<file path="config.mk">
export PLATFORM = sky130hd
export DESIGN_NAME = hamming_enc_arbiter
export DESIGN_NICKNAME = d
export VERILOG_FILES = /design/src/rtl/hamming_enc_arbiter.sv
export SDC_FILE = /design/constraint.sdc
export NUM_CORES = 1
export LEC_CHECK = 0
export BUFFER_PORTS_ARGS = -buffer_cell sky130_fd_sc_hd__buf_2
export CAP_MARGIN = 30
export CORE_UTILIZATION = 27
export DETAILED_ROUTE_END_ITERATION = 12
export PLACE_DENSITY_LB_ADDON = 0.1
export SLEW_MARGIN = 20
export SYNTH_ARGS = -nofsm -noshare
export SYNTH_HDL_FRONTEND = slang
export SYNTH_SLANG_ARGS = --single-unit
</file>
<file path="constraint.sdc">
create_clock -name clk -period 3 [get_ports clk]
set_input_delay 0.45 -clock clk [delete_from_list [all_inputs] [get_ports clk]]
set_output_delay 0.45 -clock clk [all_outputs]
set_load 0.005 [all_outputs]
</file>
<file path="src/rtl/hamming_enc_arbiter.sv">
// hamming_enc_arbiter: round-robin shared Hamming(15,11) encoder with a registered valid/ready output
module hamming_enc_arbiter #(
    parameter int NUM_REQ = 4,
    parameter int ID_W    = 2,
    parameter int CNT_W   = 16
) (
    input  logic                   clk,
    input  logic                   rst_n,
    input  logic                   en,
    input  logic [NUM_REQ-1:0]     req_valid,
    input  logic [NUM_REQ*11-1:0]  req_data,
    output logic [NUM_REQ-1:0]     req_ready,
    output logic                   out_valid,
    input  logic                   out_ready,
    output logic [14:0]            out_code,
    output logic [ID_W-1:0]        out_id,
    output logic [CNT_W-1:0]       cnt_out
);
    typedef enum logic {EMPTY, FULL} state_t;

    state_t           r_state;
    state_t           w_state_nxt;
    logic [ID_W-1:0]  r_ptr;
    logic [14:0]      r_code;
    logic [ID_W-1:0]  r_id;
    logic [CNT_W-1:0] r_cnt;

    logic             w_hi_found;
    logic             w_lo_found;
    logic [ID_W-1:0]  w_hi;
    logic [ID_W-1:0]  w_lo;
    logic [ID_W-1:0]  w_winner;
    logic [10:0]      w_word;
    logic             w_can_load;
    logic             w_accept;
    logic             w_drain;

    // Even-parity Hamming(15,11); parity bits sit at positions 1,2,4,8 (indices 0,1,3,7)
    function automatic logic [14:0] enc(input logic [10:0] d);
        logic [14:0] c;
        c       = '0;
        c[2]    = d[0];
        c[4]    = d[1];
        c[5]    = d[2];
        c[6]    = d[3];
        c[14:8] = d[10:4];
        c[0]    = c[2] ^ c[4] ^ c[6] ^ c[8] ^ c[10] ^ c[12] ^ c[14];
        c[1]    = c[2] ^ c[5] ^ c[6] ^ c[9] ^ c[10] ^ c[13] ^ c[14];
        c[3]    = c[4] ^ c[5] ^ c[6] ^ c[11] ^ c[12] ^ c[13] ^ c[14];
        c[7]    = ^c[14:8];
        return c;
    endfunction

    // Round-robin search: lowest valid index at or above ptr, else lowest valid index overall
    always_comb begin
        w_hi_found = 1'b0;
        w_lo_found = 1'b0;
        w_hi       = '0;
        w_lo       = '0;
        for (int i = NUM_REQ - 1; i >= 0; i--) begin
            if (req_valid[i]) begin
                w_lo_found = 1'b1;
                w_lo       = ID_W'(i);
                if (i >= int'(r_ptr)) begin
                    w_hi_found = 1'b1;
                    w_hi       = ID_W'(i);
                end
            end
        end
    end

    assign w_winner   = w_hi_found ? w_hi : w_lo;
    assign w_can_load = rst_n & en & ((r_state == EMPTY) | out_ready);
    assign w_accept   = w_lo_found & w_can_load;
    assign w_drain    = (r_state == FULL) & out_ready;

    // Select the winner's data word and raise its one-hot accept strobe
    always_comb begin
        w_word    = '0;
        req_ready = '0;
        for (int i = 0; i < NUM_REQ; i++) begin
            if (w_winner == ID_W'(i)) begin
                w_word       = req_data[11*i +: 11];
                req_ready[i] = w_accept;
            end
        end
    end

    // Output holding register occupancy state
    always_ff @(posedge clk or negedge rst_n) begin
        if (!rst_n) r_state <= EMPTY;
        else        r_state <= w_state_nxt;
    end

    // Accept always fills; a drain without a concurrent accept empties
    always_comb begin
        w_state_nxt = r_state;
        if (w_accept)     w_state_nxt = FULL;
        else if (w_drain) w_state_nxt = EMPTY;
    end

    // Codeword, source id and round-robin pointer update on accept only
    always_ff @(posedge clk or negedge rst_n) begin
        if (!rst_n) begin
            r_code <= '0;
            r_id   <= '0;
            r_ptr  <= '0;
        end else if (w_accept) begin
            r_code <= enc(w_word);
            r_id   <= w_winner;
            r_ptr  <= (w_winner == ID_W'(NUM_REQ - 1)) ? '0 : w_winner + 1'b1;
        end
    end

    // Saturating count of delivered codewords
    always_ff @(posedge clk or negedge rst_n) begin
        if (!rst_n)                      r_cnt <= '0;
        else if (w_drain && r_cnt != '1) r_cnt <= r_cnt + 1'b1;
    end

    assign out_valid = (r_state == FULL);
    assign out_code  = r_code;
    assign out_id    = r_id;
    assign cnt_out   = r_cnt;
endmodule

</file>
==> results of run 1 <==
==> worst reg2reg max path, stage by stage (launching register included) <==
cell and delay [ns]:
dfrtp_1 0.44, inv_2 0.09, o21ai_1 0.07, a221oi_2 0.28
buf_4 0.18, inv_4 0.04, ha_4 0.16, buf_6 0.13
buf_4 0.16, a221o_2 0.40, nand2_2 0.08, xnor3_1 0.42
xnor3_1 0.20, mux2_4 0.26
==> repair_timing <==
action | 4_1_cts | 5_1_grt
setup buffers | 9 | 5
setup endpoints to repair | 4 | 4
hold buffers | 0 | 0
gates resized for setup | 26 | 17
pin swaps | 9 | 14
==> through the flow <==
| step | hold slack (ns) | utilization (%) | setup slack [ns] |
|---|---|---|---|
| after floorplan | 0.154 | - | 0.0211 |
| after global placement | 0.454 | 37.2 | -0.136 |
| after detailed placement | 0.459 | 37.2 | -0.192 |
| after CTS | 0.266 | 40.4 | -0.00163 |
| after global routing | 0.284 | 42.0 | -0.0938 |
| final | 0.236 | 42.0 | -0.0282 |
==> cells by family after synthesis <==
kind of cell / count (synthesis) / synth area share, %
and+or+nand+nor: 93 / 20.2
adders and majority gates: 5 / 2.87
xor gates and xnor gates: 21 / 10.3
DFF: 36 / 41.4
buffers and inverters: 16 / 4.14
AOI/OAI and AO/OA: 52 / 18.4
muxes: 5 / 2.70
==> cells in the final DEF (no fill, tap or decap), types with 6 or more instances in the layout <==
cell / synthesis / routed
buf_2: 0 / 89
nor2_1: 16 / 15
nand2_1: 40 / 39
a211oi_2: 0 / 6
nand3_1: 9 / 8
buf_4: 0 / 35
a221oi_2: 0 / 6
dfrtp_1: 36 / 35
xnor2_1: 13 / 13
==> metal layers <==
layer / GRT usage (%) / up-vias / share of wire, %
li1: - / 1073 / -
met2: 27.1 / 76 / 48
met3: 2.99 / 9 / 5.1
met5: 0 / - / 0
met4: 4.04 / 0 / 1.6
met1: 20.3 / 999 / 46
==> layout make-up <==
type	count	area, um2
fillers	819	4510
flip-flops and latches	36	902
inverters	7	28.8
repair buffers	127	751
clock buffers	6	72.6
well taps	102	128
multi-input cells	176	1370
clock inverters	1	5.00
==> final timing paths <==
check | to
max reg2reg | out_code[7]
min in group clk | out_code[13]
max in group asynchronous | r_ptr[1]
min | cnt_out[2]
min reg2reg | out_code[13]
max | out_code[7]
==> state kept, by name, summed over array words and instances (netlist names) <==
register,flops
cnt_out,16
out_code,15
out_id,2
out_valid,1
r_ptr,2
==> where the power goes <==
part | total [mW] | switching (mW) | internal (mW)
Combinational | 1.72 | 0.742 | 0.978
Sequential | 0.737 | 0.108 | 0.629
Clock | 0.328 | 0.170 | 0.158
==> flow_metrics.env, run 1 <==
export IMPL_status="finished, violations left"
export IMPL_violations="negative setup slack"
export IMPL_start_util_pct=28.0
export IMPL_ir_worst_vdd_v=0.000333
export IMPL_yosys_cell_count_top_type="nand2_1"
export IMPL_avgSynthCellArea_um2=9.55
export IMPL_pin_count=90
export IMPL_max_stage_delay_ns=0.44
export IMPL_max_freq_mhz=330
export IMPL_place_area_mm2=0.00289
export IMPL_gp_congestion=0.770
export IMPL_power_leakage_nw=1.64
export IMPL_drtIter0Drc=44
export IMPL_ys_ff_latch=36
export IMPL_coreArea_mm2=0.00777
export IMPL_antenna_diode_count=0
export IMPL_detail_route_antenna_nets=0
export IMPL_yosysWarnings=0
export IMPL_worstHoldPathType="input pin to asynchronous set/reset pin"
export IMPL_crit_fanout=8
export IMPL_synth_area_leader_cell="dfrtp_1"
export IMPL_numPortBuffers=89
export IMPL_worstPathCellList="inv_2 -> o21ai_1 -> a221oi_2 -> buf_4 -> inv_4 -> ha_4 -> buf_6 -> buf_4 -> a221o_2 -> nand2_2 -> xnor3_1 -> xnor3_1 -> mux2_4"
export IMPL_required_ns=3.18
export IMPL_stdcell_count=455
export IMPL_max_slew_margin_pct=61.4
export IMPL_overflow=0
export IMPL_cp_slowest_cell="dfrtp_1"
export IMPL_crit_path_start="r_ptr[0]"
export IMPL_hpwlAfterDp_um=4790
export IMPL_clk_latency_ns=0.29
export IMPL_dr_pass1_iters=4
export IMPL_cts_tree="built"
export IMPL_grt_max_degree=38
export IMPL_numCtsBuffers=5
export IMPL_tightestPinTransition_ns=0.578
export IMPL_cts_path_max_buffers=2
export IMPL_timing_reg2reg_setup_slack_ns=-0.03
export IMPL_final_hold_viol_count=0
export IMPL_clockRootBuffer="clkbuf_8"
export IMPL_fin_nets=410
export IMPL_rsz0062_at_grt="true"
export IMPL_synthesis_area_mm2=0.00218
export IMPL_skew_ns=0.00545
export IMPL_powerDensity_mw_per_mm2=854
export IMPL_area_growth_pct=49.8
export IMPL_die_w_um=91.8
export IMPL_ys_top_cells_by_area="dfrtp_1 (41%), nand2_1 (6.9%), xnor2_1 (5.2%), a221oi_1 (3.2%), xnor3_1 (3.1%)"
export IMPL_htreeDepth=2
export IMPL_drcViolationCount=0
export IMPL_min_period_ns=3.03
export IMPL_cts_sinks=36
export IMPL_antenna_found_initial=0
export IMPL_crit_type="register to register"
export IMPL_setup_ws_ns=-0.0282
export IMPL_rows=32
export IMPL_die_height_um=91.8
export IMPL_finalMaxSlewViolations=0
export IMPL_maxCapViolations=0
export IMPL_finalSetupTns_ns=-0.0282
export IMPL_synthArstFlopShare_pct=100
export IMPL_design_area_mm2=0.00326
export IMPL_cp_top_family="compound AO/OA/AOI/OAI gates"
export IMPL_setup_viol=1
export IMPL_final_layout_size_suffix_gt1_share_pct=50.1
export IMPL_dp_cells=436
export IMPL_synth_top_area_share_pct=41.4
export IMPL_startpoint_type="register"
export IMPL_dieArea_mm2=0.00843
export IMPL_synth_main_ff_cell="dfrtp_1"
export IMPL_grt_pass1_wl_um=10500
export IMPL_syn_nets=285
export IMPL_ys_seq_area_share_pct=41.4
export IMPL_cts_clk_slew_worst_paths_ns=0.07
export IMPL_synthTopCellsByCount="nand2_1 (40), dfrtp_1 (36), nor2_1 (16)"
export IMPL_fin_crit_sh_pct=101
export IMPL_reg2reg_from="r_ptr[0]"
export IMPL_vias_per_cell=4.74
export IMPL_fin_total_pwr_mw=2.79
export IMPL_post_drt_wl_per_cell_um=14.1
export IMPL_postSynthCellCount=228
export IMPL_globalRouteTotalUtil_pct=15.7
export IMPL_synth_edf_count=0
export IMPL_routed_wl_um=6440
export IMPL_critPathCaptureType="register"
export IMPL_grt_pass1_vias=2132
export IMPL_synth_distinct_cells=45
export IMPL_crit_buf_inv=5
export IMPL_worst_path_stages=13
export IMPL_arrival_ns=3.20
export IMPL_detailroute_via_count=2157
export IMPL_ff2ff_path_depth=13
(Power assumes the default switching activity.)
==> inputs of run 2 (changes only) <==
- clock period: 3 -> 3.24 ns (I/O delays scaled with it)
==> flow_metrics.env, run 2 (synthesis results as in run 1) <==
export IMPL_area_growth_pct=40.1
export IMPL_switching_power_mw=0.852
export IMPL_vias_per_cell=4.73
export IMPL_dp_cells=435
export IMPL_routed_wl_um=6030
export IMPL_cts_path_max_buffers=2
export IMPL_internal_power_mw=1.55
export IMPL_htreeDepth=2
export IMPL_pwr_share_seq_pct=28.2
export IMPL_powerDensity_mw_per_mm2=788
export IMPL_final_cell_mix="buf_2 (89), nand2_1 (40), dfrtp_1 (35)"
export IMPL_gp_congestion=0.833
export IMPL_status="finished, final reports clean"
export IMPL_setup_viol=0
export IMPL_max_stage_delay_ns=0.45
export IMPL_pin_count=90
export IMPL_crit_buf_inv=3
export IMPL_crit_fanout=10
export IMPL_die_w_um=91.8
export IMPL_drcViolationCount=0
export IMPL_cts_hold_buf=0
export IMPL_start_util_pct=28.0
export IMPL_max_freq_mhz=321
export IMPL_comb_power_share_pct=58.2
export IMPL_globalRouteTotalUtil_pct=15.2
export IMPL_crit_type="register to register"
export IMPL_cp_slowest_cell="xnor3_1"
export IMPL_cts_clk_slew_worst_paths_ns=0.07
export IMPL_fin_crit_sh_pct=96.2
export IMPL_power_leakage_nw=1.56
export IMPL_maxCapViolations=0
export IMPL_grt_pass1_wl_um=10200
export IMPL_post_drt_wl_per_cell_um=13.5
export IMPL_overflow=0
export IMPL_ir_worst_vdd_v=0.000244
export IMPL_cts_tree="built"
export IMPL_stdcell_count=446
export IMPL_final_layout_size_suffix_gt1_share_pct=43.3
export IMPL_coreArea_mm2=0.00777
export IMPL_layout_commonest_cell="buf_2"
export IMPL_startpoint_type="register"
export IMPL_fin_nets=400
export IMPL_antenna_found_initial=0
export IMPL_reg2reg_from="r_ptr[0]"
export IMPL_swShare_pct=35.5
export IMPL_arrival_ns=3.28
export IMPL_cp_top_family="compound AO/OA/AOI/OAI gates"
export IMPL_grt_pass1_vias=2126
export IMPL_rows=32
export IMPL_max_slew_margin_pct=60.8
export IMPL_final_hold_viol_count=0
export IMPL_clk_latency_ns=0.28
export IMPL_numCtsBuffers=5
export IMPL_die_height_um=91.8
export IMPL_critPathCaptureType="register"
export IMPL_worstPathCellList="inv_2 -> o21ai_1 -> a221oi_2 -> inv_2 -> ha_4 -> buf_4 -> a221o_1 -> a22oi_2 -> xnor3_1 -> xnor3_1 -> mux2_4"
export IMPL_hpwlAfterDp_um=4820
export IMPL_tightestPinTransition_ns=0.587
export IMPL_antenna_diode_count=0
export IMPL_min_period_ns=3.12
export IMPL_worstHoldPathType="input pin to asynchronous set/reset pin"
export IMPL_detail_route_antenna_nets=0
export IMPL_drtIter0Drc=40
export IMPL_finalMaxSlewViolations=0
export IMPL_skew_ns=0.00612
export IMPL_grt_max_degree=38
export IMPL_largest_reg_flops=16
export IMPL_cts_sinks=36
export IMPL_dieArea_mm2=0.00843
export IMPL_detailroute_via_count=2110
export IMPL_clkPwrFrac_pct=13.6
export IMPL_crit_path_start="r_ptr[0]"
export IMPL_required_ns=3.40
export IMPL_numPortBuffers=89
export IMPL_finalSetupTns_ns=0
export IMPL_dr_pass1_iters=4
export IMPL_clockRootBuffer="clkbuf_8"
export IMPL_fillCellCount=829
run 2: worst paths after layout:
path / to / slack, ns / depth (start not counted)
setup / recovery: out_code[7] / 0.12 / 11
hold / removal: out_id[0] / 0.29 / 2
setup reg to reg: out_code[7] / 0.12 / 11
hold reg to reg: out_code[10] / 0.47 / 2
max in group asynchronous: r_ptr[1] / 2.60 / 2
min in group clk: out_code[10] / 0.47 / 2
run 2: power by group through the flow:
stage / Sequential [mW] / Clock, mW / Combinational, mW
floorplan: 0.686 / 0 / 0.831
global placement: 0.685 / 0 / 1.31
detailed placement: 0.687 / 0 / 1.31
CTS: 0.679 / 0.343 / 1.32
global route: 0.698 / 0.361 / 1.55
finish: 0.677 / 0.326 / 1.40
run 2: layout make-up:
type / instances / area [um2] / area share, %
clock buffers: 8 / 90.1 / 2.95
flip-flops and latches: 36 / 902 / 29.6
well taps: 102 / 128 / 4.19
inverters: 7 / 26.3 / 0.862
repair buffers: 117 / 656 / 21.5
multi-input cells: 176 / 1250 / 40.9
run 2: what timing repair did:
item / CTS / global route
setup endpoints to repair: 0 / 4
gates resized for setup: 0 / 18
buffers inserted: 0 / 3
run 2: routing by layer:
metal  up-vias  global-route usage (%)  share of wire (%)
li1       1056                       -                  -
met1       969                    19.6                 48
met2        78                    26.1                 46
met3         7                    3.15                5.3
met4         0                    3.65                1.2
met5         -                       0                  0
run 2: through the flow:
stage                     worst slack, ns  instance area, um2  hold WS, ns  power [mW]  util (%)
after global placement            -0.0571                2870        0.457        1.99      37.0
after CTS                          0.0181                2960        0.307        2.34      38.2
after floorplan                    0.0905                2180        0.190        1.52         -
after global routing            -0.000836                3050        0.327        2.61      39.3
final                               0.124                3050        0.291        2.40      39.3
after detailed placement          -0.0730                2870        0.457        2.00      37.0
==> inputs of run 3 (changes only) <==
- CAP_MARGIN: 30 -> unset
- MAX_ROUTING_LAYER: unset -> met4
- PLACE_DENSITY_LB_ADDON: 0.1 -> 0.3
==> flow_metrics.env, run 3 (synthesis results as in run 1) <==
export IMPL_routed_wl_um=5920
export IMPL_maxCapViolations=0
export IMPL_rsz0062_at_grt="true"
export IMPL_die_w_um=91.8
export IMPL_cp_top_family="XOR/XNOR gates"
export IMPL_start_util_pct=28.0
export IMPL_max_freq_mhz=327
export IMPL_skew_ns=0.00285
export IMPL_globalRouteTotalUtil_pct=15.1
export IMPL_status="finished, final reports clean"
export IMPL_drtIter0Drc=71
export IMPL_final_layout_size_suffix_gt1_share_pct=41.6
export IMPL_coreArea_mm2=0.00777
export IMPL_timing_reg2reg_setup_slack_ns=0.18
export IMPL_clockRootBuffer="clkbuf_8"
export IMPL_cts_path_max_buffers=2
export IMPL_antenna_diode_count=0
export IMPL_power_leakage_nw=1.55
export IMPL_min_period_ns=3.06
export IMPL_crit_type="register to register"
export IMPL_dieArea_mm2=0.00843
export IMPL_fin_nets=396
export IMPL_drcViolationCount=0
export IMPL_crit_buf_inv=3
export IMPL_vias_per_cell=4.81
export IMPL_pin_count=90
export IMPL_die_height_um=91.8
export IMPL_final_util_pct=38.8
export IMPL_powerDensity_mw_per_mm2=776
export IMPL_largest_reg_flops=16
export IMPL_worstPathCellList="inv_1 -> o21ai_0 -> a221oi_2 -> inv_1 -> ha_1 -> buf_4 -> a221o_2 -> nand2_1 -> xnor3_1 -> xnor3_1 -> mux2_4"
export IMPL_critPathCaptureType="register"
export IMPL_htreeDepth=2
export IMPL_cp_slowest_cell="dfrtp_1"
export IMPL_antenna_found_initial=0
export IMPL_design_area_mm2=0.00302
export IMPL_dr_pass1_iters=4
export IMPL_max_slew_margin_pct=54.3
export IMPL_required_ns=3.41
export IMPL_cts_sinks=36
export IMPL_final_cell_mix="buf_2 (89), nand2_1 (40), dfrtp_1 (35)"
export IMPL_arrival_ns=3.23
export IMPL_grt_max_degree=38
export IMPL_fin_crit_sh_pct=94.5
export IMPL_gp_congestion=0.778
export IMPL_setup_ws_ns=0.178
export IMPL_rows=32
export IMPL_detail_route_antenna_nets=0
export IMPL_hpwlAfterDp_um=4670
export IMPL_fillCellCount=825
export IMPL_overflow=0
export IMPL_seqCellArea_um2=902
export IMPL_worstHoldPathType="input pin to asynchronous set/reset pin"
export IMPL_clk_latency_ns=0.28
export IMPL_cts_clk_slew_worst_paths_ns=0.07
export IMPL_ir_worst_vdd_v=0.000309
export IMPL_setup_viol=0
export IMPL_place_area_mm2=0.00287
export IMPL_numPortBuffers=89
export IMPL_detailroute_via_count=2121
export IMPL_final_hold_viol_count=0
export IMPL_post_cts_repair_setup_buffers=0
export IMPL_post_drt_wl_per_cell_um=13.4
export IMPL_max_stage_delay_ns=0.42
export IMPL_fin_total_pwr_mw=2.34
export IMPL_finalSetupTns_ns=0
export IMPL_finalMaxSlewViolations=0
export IMPL_area_growth_pct=38.5
export IMPL_layout_commonest_cell="buf_2"
export IMPL_dpl_worst_slack_ns=-0.134
export IMPL_cts_tree="built"
export IMPL_numCtsBuffers=5
export IMPL_crit_fanout=8
export IMPL_grt_pass1_wl_um=9880
export IMPL_tightestPinTransition_ns=0.684
export IMPL_cts_hold_buf=0
export IMPL_grt_pass1_vias=2085
export IMPL_startpoint_type="register"
export IMPL_multi_input_comb_area_mm2=0.00124
==> run 3: changes by cell type in the layout (fill, tap and decap cells not counted), sizes merged <==
| cell | change |
|---|---|
| clkbuf | -1 |
| buf | -4 |
==> run 3: report_power, final <==
part           switching [mW]  total [mW]  leakage [nW]  internal (mW)
combinational           0.567        1.31          1.04          0.746
clock                   0.156       0.346        0.0503          0.189
sequential              0.100       0.682         0.456          0.582
total                   0.823        2.34          1.55           1.52
==> run 3: layout make-up <==
type / instances / area share [%]
Sequential cell: 36 / 29.9
Tap cell: 102 / 4.23
Inverter: 7 / 0.871
Clock buffer: 7 / 3.20
Multi-Input combinational cell: 176 / 41.0
Timing Repair Buffer: 113 / 20.7
==> run 3: path summary, 6_finish.rpt <==
check                            start           to  depth (start not counted)
setup / recovery              r_ptr[0]  out_code[7]                         11
hold / removal                   rst_n   cnt_out[4]                          2
setup reg to reg              r_ptr[0]  out_code[7]                         11
hold reg to reg            out_code[4]  out_code[4]                          2
max in group asynchronous        rst_n     r_ptr[1]                          2
min in group clk           out_code[4]  out_code[4]                          2
==> run 3: per-stage QoR <==
stage	hold WS, ns	instances
finish	0.277	441
global placement	0.456	434
floorplan	0.190	228
detailed placement	0.462	434
global route	0.318	441
CTS	0.297	441
==> run 3: repair_timing <==
action | CTS | global route
resized for setup | 2 | 10
gates cloned | 0 | 0
endpoints found under the setup margin | 3 | 4
pin swaps | 0 | 0
==> run 3: routing by layer <==
metal / GRT usage (%) / vias to the layer above / part of all wire [%]
met4: 3.13 / 0 / 0.64
met3: 3.23 / 4 / 6.5
met1: 19.4 / 996 / 47
li1: - / 1037 / -
met5: - / - / 0
met2: 24.8 / 84 / 46
